===== config.mk =====
export PLATFORM = sky130hd
export DESIGN_NAME = mem_port_arbiter
export DESIGN_NICKNAME = d
export VERILOG_FILES = /design/src/rtl/mem_port_arbiter.sv
export SDC_FILE = /design/constraint.sdc
export NUM_CORES = 1
export LEC_CHECK = 0
export CAP_MARGIN = 5
export CORE_MARGIN = 2
export CORE_UTILIZATION = 40
export DETAILED_ROUTE_END_ITERATION = 10
export PLACE_DENSITY = 0.78
export SYNTH_ARGS = -nofsm -noshare
export SYNTH_HDL_FRONTEND = slang
export SYNTH_SLANG_ARGS = --single-unit
export TNS_END_PERCENT = 30

===== constraint.sdc =====
create_clock -name clk -period 1.7 [get_ports clk]
set_input_delay 0.17 -clock clk [delete_from_list [all_inputs] [get_ports clk]]
set_output_delay 0.17 -clock clk [all_outputs]
set_load 0.01 [all_outputs]

===== src/rtl/mem_port_arbiter.sv =====
// Round-robin arbiter sharing one data-memory port between NCORES cores, with read-tag tracking.
// Optional: define MEM_ARB_STORE_FIRST_EN to make pending stores win over pending loads.
module mem_port_arbiter #(
  parameter int NCORES   = 4,
  parameter int READ_LAT = 2,
  parameter int AW       = 16,
  parameter int DW       = 16
) (
  input  logic                 clk,
  input  logic                 rst_n,
  input  logic [NCORES-1:0]    req_valid,
  input  logic [NCORES-1:0]    req_we,
  input  logic [NCORES*AW-1:0] req_addr,
  input  logic [NCORES*DW-1:0] req_wdata,
  output logic [NCORES-1:0]    req_gnt,
  output logic [NCORES-1:0]    rsp_valid,
  output logic [DW-1:0]        rsp_data,
  output logic                 mem_en,
  output logic                 mem_we,
  output logic [AW-1:0]        mem_addr,
  output logic [DW-1:0]        mem_wdata,
  input  logic [DW-1:0]        mem_rdata,
  output logic                 busy
);

  localparam int PW = (NCORES > 1) ? $clog2(NCORES) : 1;

  logic [PW-1:0]       ptr;
  logic [PW-1:0]       gnt_idx;
  logic [PW-1:0]       idx;
  logic                gnt_any;
  logic                sel_we;
  logic [AW-1:0]       sel_addr;
  logic [DW-1:0]       sel_wdata;
  logic [NCORES-1:0]   cand;
  logic [AW-1:0]       addr_a  [NCORES];
  logic [DW-1:0]       wdata_a [NCORES];
  logic [PW-1:0]       cmd_idx;
  logic [READ_LAT-1:0] tag_v;
  logic [PW-1:0]       tag_idx [READ_LAT];
  int unsigned         srch;

  always_comb begin
    for (int unsigned i = 0; i < NCORES; i++) begin
      addr_a[i]  = req_addr[i*AW +: AW];
      wdata_a[i] = req_wdata[i*DW +: DW];
    end
  end

  always_comb begin
`ifdef MEM_ARB_STORE_FIRST_EN
    cand = (|(req_valid & req_we)) ? (req_valid & req_we) : req_valid;
`else
    cand = req_valid;
`endif
  end

  // First candidate at or after ptr, wrapping modulo NCORES.
  always_comb begin
    gnt_any   = 1'b0;
    gnt_idx   = '0;
    sel_we    = 1'b0;
    sel_addr  = '0;
    sel_wdata = '0;
    srch      = 0;
    idx       = '0;
    for (int unsigned k = 0; k < NCORES; k++) begin
      srch = (k + 32'(ptr)) % NCORES;
      idx  = srch[PW-1:0];
      if (!gnt_any && cand[idx]) begin
        gnt_any   = 1'b1;
        gnt_idx   = idx;
        sel_we    = req_we[idx];
        sel_addr  = addr_a[idx];
        sel_wdata = wdata_a[idx];
      end
    end
    if (!rst_n) gnt_any = 1'b0;
  end

  always_comb begin
    req_gnt = '0;
    if (gnt_any) req_gnt[gnt_idx] = 1'b1;
  end

  always_ff @(posedge clk or negedge rst_n) begin
    if (!rst_n) begin
      ptr       <= '0;
      mem_en    <= 1'b0;
      mem_we    <= 1'b0;
      mem_addr  <= '0;
      mem_wdata <= '0;
      cmd_idx   <= '0;
    end else begin
      mem_en <= gnt_any;
      if (gnt_any) begin
        ptr       <= (gnt_idx == PW'(NCORES-1)) ? '0 : gnt_idx + PW'(1);
        mem_we    <= sel_we;
        mem_addr  <= sel_addr;
        mem_wdata <= sel_wdata;
        cmd_idx   <= gnt_idx;
      end
    end
  end

  always_ff @(posedge clk or negedge rst_n) begin
    if (!rst_n) begin
      tag_v <= '0;
      for (int unsigned i = 0; i < READ_LAT; i++) tag_idx[i] <= '0;
    end else begin
      tag_v[0]   <= mem_en & ~mem_we;
      tag_idx[0] <= cmd_idx;
      for (int unsigned i = 1; i < READ_LAT; i++) begin
        tag_v[i]   <= tag_v[i-1];
        tag_idx[i] <= tag_idx[i-1];
      end
    end
  end

  always_comb begin
    rsp_valid = '0;
    rsp_data  = '0;
    if (tag_v[READ_LAT-1]) begin
      rsp_valid[tag_idx[READ_LAT-1]] = 1'b1;
      rsp_data                       = mem_rdata;
    end
  end

  assign busy = mem_en | (|tag_v);

endmodule

==> results.yml <==
sta:
  worst_hold_slack_ns: 0.1177
  finalWorstSetupSlack_ns: -0.4810
  fin_worst_skew_ns: 0.003317
  worst_pin_slew_ns: 0.8019
  report.final.setup_viol: 38
  finalHoldViolCount: 0
  period_share: 1.283
  max_slew_violation_count: 0
  fin_crit_ns: 2.181
  slew_headroom: 0.4654
  maxClockFrequency_ghz: 0.4585
  unrepaired_setup_endpoints_after_global_routing: "yes"
route:
  detailroute.via_count: 6385
  drtIter0Drc: 648
  wl_mm: 20.55
  drcViolationCount: 0
  routed_via_density: 6.347
  drt.antenna.violating_nets: 0
  drt-pass1-iter-count: 5
  route.detailed.wl_per_inst_um: 20.43
power:
  power.net_switching_w: 0.004307
  power.share.sequential: 0.186
  netSwitchingFraction: 0.4392
  p_per_area_mw_per_mm2: 1192
  fraction_of_power_consumed_by_the_clock_network: 0.104
  report.power.total_w: 0.009808
  leakagePower_nw: 3.406
  internal-power_w: 0.005501
  vdd_ir_drop_max_v: 0.0006610
  comb_power_share: 0.710
worst_setup_path:
  timing.reg2reg.worst_path_depth: 10
  worstSetupEndpoint: "req_gnt[3]"
  r2r-start: "ptr[1]"
  timing.rr.end: "mem_addr[15]"
  worstSetupStartpoint: "ptr[1]"
  startpoint_type: "flop"
  setup.reg_to_reg.worst_slack_ns: -0.38
  worstPathRequired_ns: 1.53
  worst-endpoint-arrival_ns: 2.01
  crit_end_element: "output port"
  worstSetupPathType: "flop to output port"
  crit_path_max_fo: 3
status:
  failed_checks: "negative setup slack"
  outcome: "finished with violations"
final_layout:
  number_of_fill_cells_in_the_layout: 1036
  register_area_mm2: 0.001110
  area_overhead_vs_synth_pct: 57.38
  drive_above_1_share: 0.1595
  multi_input_comb_area_mm2: 0.003890
  postLayoutCellArea_mm2: 0.008229
  antennaDiodeCount: 0
  final_net_count: 991
  fin_cells: 1006
floorplan:
  row_count: 41
  design.core.area_mm2: 0.01267
  boundaryPins: 213
  initial_standard_cell_utilization_of_the_core: 0.4127
  dieArea_mm2: 0.01400
  floorplan.die.width_um: 118.3
  fp.dieH_um: 118.3
place:
  place.detailed.instances: 979
  dpl-instance-area_mm2: 0.007696
  preCtsSetupSlack_ns: -0.7568
  gp_congestion: 0.8213
  place_hpwl_mm: 13.70
  port-buffer-count: 212
yosys:
  post_synthesis_xor_xnor_area_fraction: 0
  yosys.area_share.simple: 0.2053
  yosys_register_bits: 44
  synth_seq_area_share: 0.2106
  share_of_the_synthesized_area_in_compound_gates_ao_oa_aoi_oai: 0.2422
  synth_area_mm2: 0.005229
  largest_family_of_logic_cells_by_synthesized_area: "multiplexers"
  post_synth_num_cell_types: 45
  synth-adder-area-share: 0.009572
  number_of_instances_in_the_synthesized_netlist: 629
  muxShareOfSynthArea: 0.2627
  syn_area_per_cell_um2: 8.313
  yosysWarningCount: 0
  synth_fp_nets: 787
flow_run:
  max_cap_violations: 0
global_route:
  largest_net_degree_at_the_start_of_global_routing: 99
  globalRoute.totalOverflow: 0
  grt_pass1_wl_mm: 31.75
  grt_pass1_vias: 6514
  globalRouteTotalUtil: 0.2729
  grt_antenna_before_repair: 0
clock_network:
  clock_tree.htree_level_count: 2
  ctsLongestPathBuffers: 2
  insertion_delay_ns: 0.29
  cts_root_buffer: "sky130_fd_sc_hd__clkbuf_16"
  worst_setup_hold_path_clk_slew_ns: 0.07
  cts_tree: "yes"
  tritoncts_sink_count: 44
  cts_inserted_buffers: 5
min_path:
  holdCritPathClass: "input port to asynchronous set/reset pin"
-- flip-flops by register name (all words and copies together) (netlist names) --
name       cells
mem_we         1
mem_en         1
tag_v          2
ptr            2
mem_addr      16
mem_wdata     16
cmd_idx        2
tag_idx        4
-- per-stage QoR --
step,util,TNS (ns)
after floorplan,-,-0.2273
after global placement,0.6074,-20.97
after global routing,0.6495,-15.83
final,0.6495,-12.82
after CTS,0.6341,-12.22
after detailed placement,0.6074,-22.96
-- cells by family (layout without fill, tap and decap cells) --
group,after synthesis,count (layout)
AOI/OAI and AO/OA,153,153
adders and majority gates,4,4
and+or+nand+nor,216,216
buffers and inverters,79,284
muxes,133,133
DFF,44,44
-- placed cells by master, fill, tap and decap left out, types with 7 or more instances in the layout --
cell type,count
sky130_fd_sc_hd__buf_6,21
sky130_fd_sc_hd__clkdlybuf4s50_1,189
sky130_fd_sc_hd__nand4_1,32
sky130_fd_sc_hd__o2111ai_1,32
sky130_fd_sc_hd__o211ai_1,33
sky130_fd_sc_hd__dfrtp_1,41
sky130_fd_sc_hd__and2_1,16
sky130_fd_sc_hd__dlymetal6s2s_1,12
sky130_fd_sc_hd__mux2i_1,99
sky130_fd_sc_hd__mux2_2,34
sky130_fd_sc_hd__nor2_1,9
sky130_fd_sc_hd__buf_4,27
sky130_fd_sc_hd__nand2_1,103
sky130_fd_sc_hd__nand3_1,31
sky130_fd_sc_hd__clkbuf_16,7
sky130_fd_sc_hd__buf_12,9
sky130_fd_sc_hd__o221ai_1,65
-- layer usage --
| layer | part of all wire | vias to the layer above | global-route usage |
|---|---|---|---|
| met2 | 0.51 | 363 | 0.4747 |
| met3 | 0.082 | 60 | 0.04875 |
| met4 | 0.033 | 0 | 0.1220 |
| li1 | - | 2891 | - |
| met5 | 0 | - | 0 |
| met1 | 0.38 | 3071 | 0.3266 |
-- cells in the mapped netlist, drive strengths merged --
cell type  number  area share
o21ai           9      0.0086
nand4          32       0.038
nor2            9      0.0065
nand4b          2      0.0034
and2           20       0.024
a32oi           1      0.0017
nand2         104       0.075
a21o            2      0.0029
and2b           1      0.0014
nor3b           3      0.0065
inv             5      0.0036
nor4b           2      0.0045
o2111ai        32       0.054
and4b           1      0.0019
o22ai           1      0.0024
buf            35       0.038
a2bb2oi         1      0.0017
or3             1      0.0012
a31oi           2      0.0024
o221ai         65        0.11
mux2           34       0.073
a21oi           4      0.0038
a221o           1      0.0019
nand3          33       0.033
nand2b          1      0.0012
clkbuf         39       0.028
and3            1      0.0012
dfrtp          44        0.21
o211ai         33       0.047
o41ai           1      0.0053
nor2b           3      0.0036
nor3            2      0.0029
mux2i          99        0.19
and3b           1      0.0017
ha              4      0.0096
a221oi          1      0.0017
-- power by group through the flow --
stage | combinational [W] | sequential [W] | clock, W
6_report | 0.00696 | 0.00182 | 0.00102
5_1_grt | 0.00743 | 0.00187 | 0.00107
4_1_cts | 0.00665 | 0.00182 | 0.00102
3_5_place_dp | 0.00646 | 0.00182 | 0
3_3_place_gp | 0.00619 | 0.00182 | 0
2_1_floorplan | 0.00387 | 0.00191 | 0
-- what timing repair did --
item / 4_1_cts / 5_1_grt
endpoints found under the setup margin: 62 / 57
pin swaps: 7 / 9
cloned: 3 / 3
gates resized for setup: 55 / 34
buffers inserted: 9 / 6
hold buffers: 0 / 0
-- cell type report --
type	instances	share of cell area
Tap cell	172	0.02615
Inverter	5	0.002889
Clock inverter	2	0.001216
Clock buffer	6	0.01688
Timing Repair Buffer	271	0.3453
Multi-Input combinational cell	506	0.4727
Sequential cell	44	0.1349
-- how the worst min path moves through the flow --
stage	slack (ns)	end	cells past startpoint	startpoint
3_5_place_dp	0.34	tag_idx[0]	0	tag_idx[2]
3_3_place_gp	0.33	tag_idx[0]	0	tag_idx[2]
5_1_grt	0.15	mem_wdata[7]	2	rst_n
4_1_cts	0.12	tag_v[0]	2	rst_n
2_1_floorplan	-0.13	cmd_idx[0]	0	rst_n
6_report	0.12	tag_v[0]	2	rst_n
-- worst max-delay path: stages, from the launching register on --
cell	delay, ns
sky130_fd_sc_hd__dfrtp_4	0.49
sky130_fd_sc_hd__and2b_1	0.18
sky130_fd_sc_hd__a21o_1	0.16
sky130_fd_sc_hd__a221o_1	0.35
sky130_fd_sc_hd__buf_6	0.15
sky130_fd_sc_hd__inv_6	0.06
sky130_fd_sc_hd__ha_4	0.11
sky130_fd_sc_hd__and2_4	0.14
sky130_fd_sc_hd__buf_6	0.09
Power figures use the tool's default switching activity.
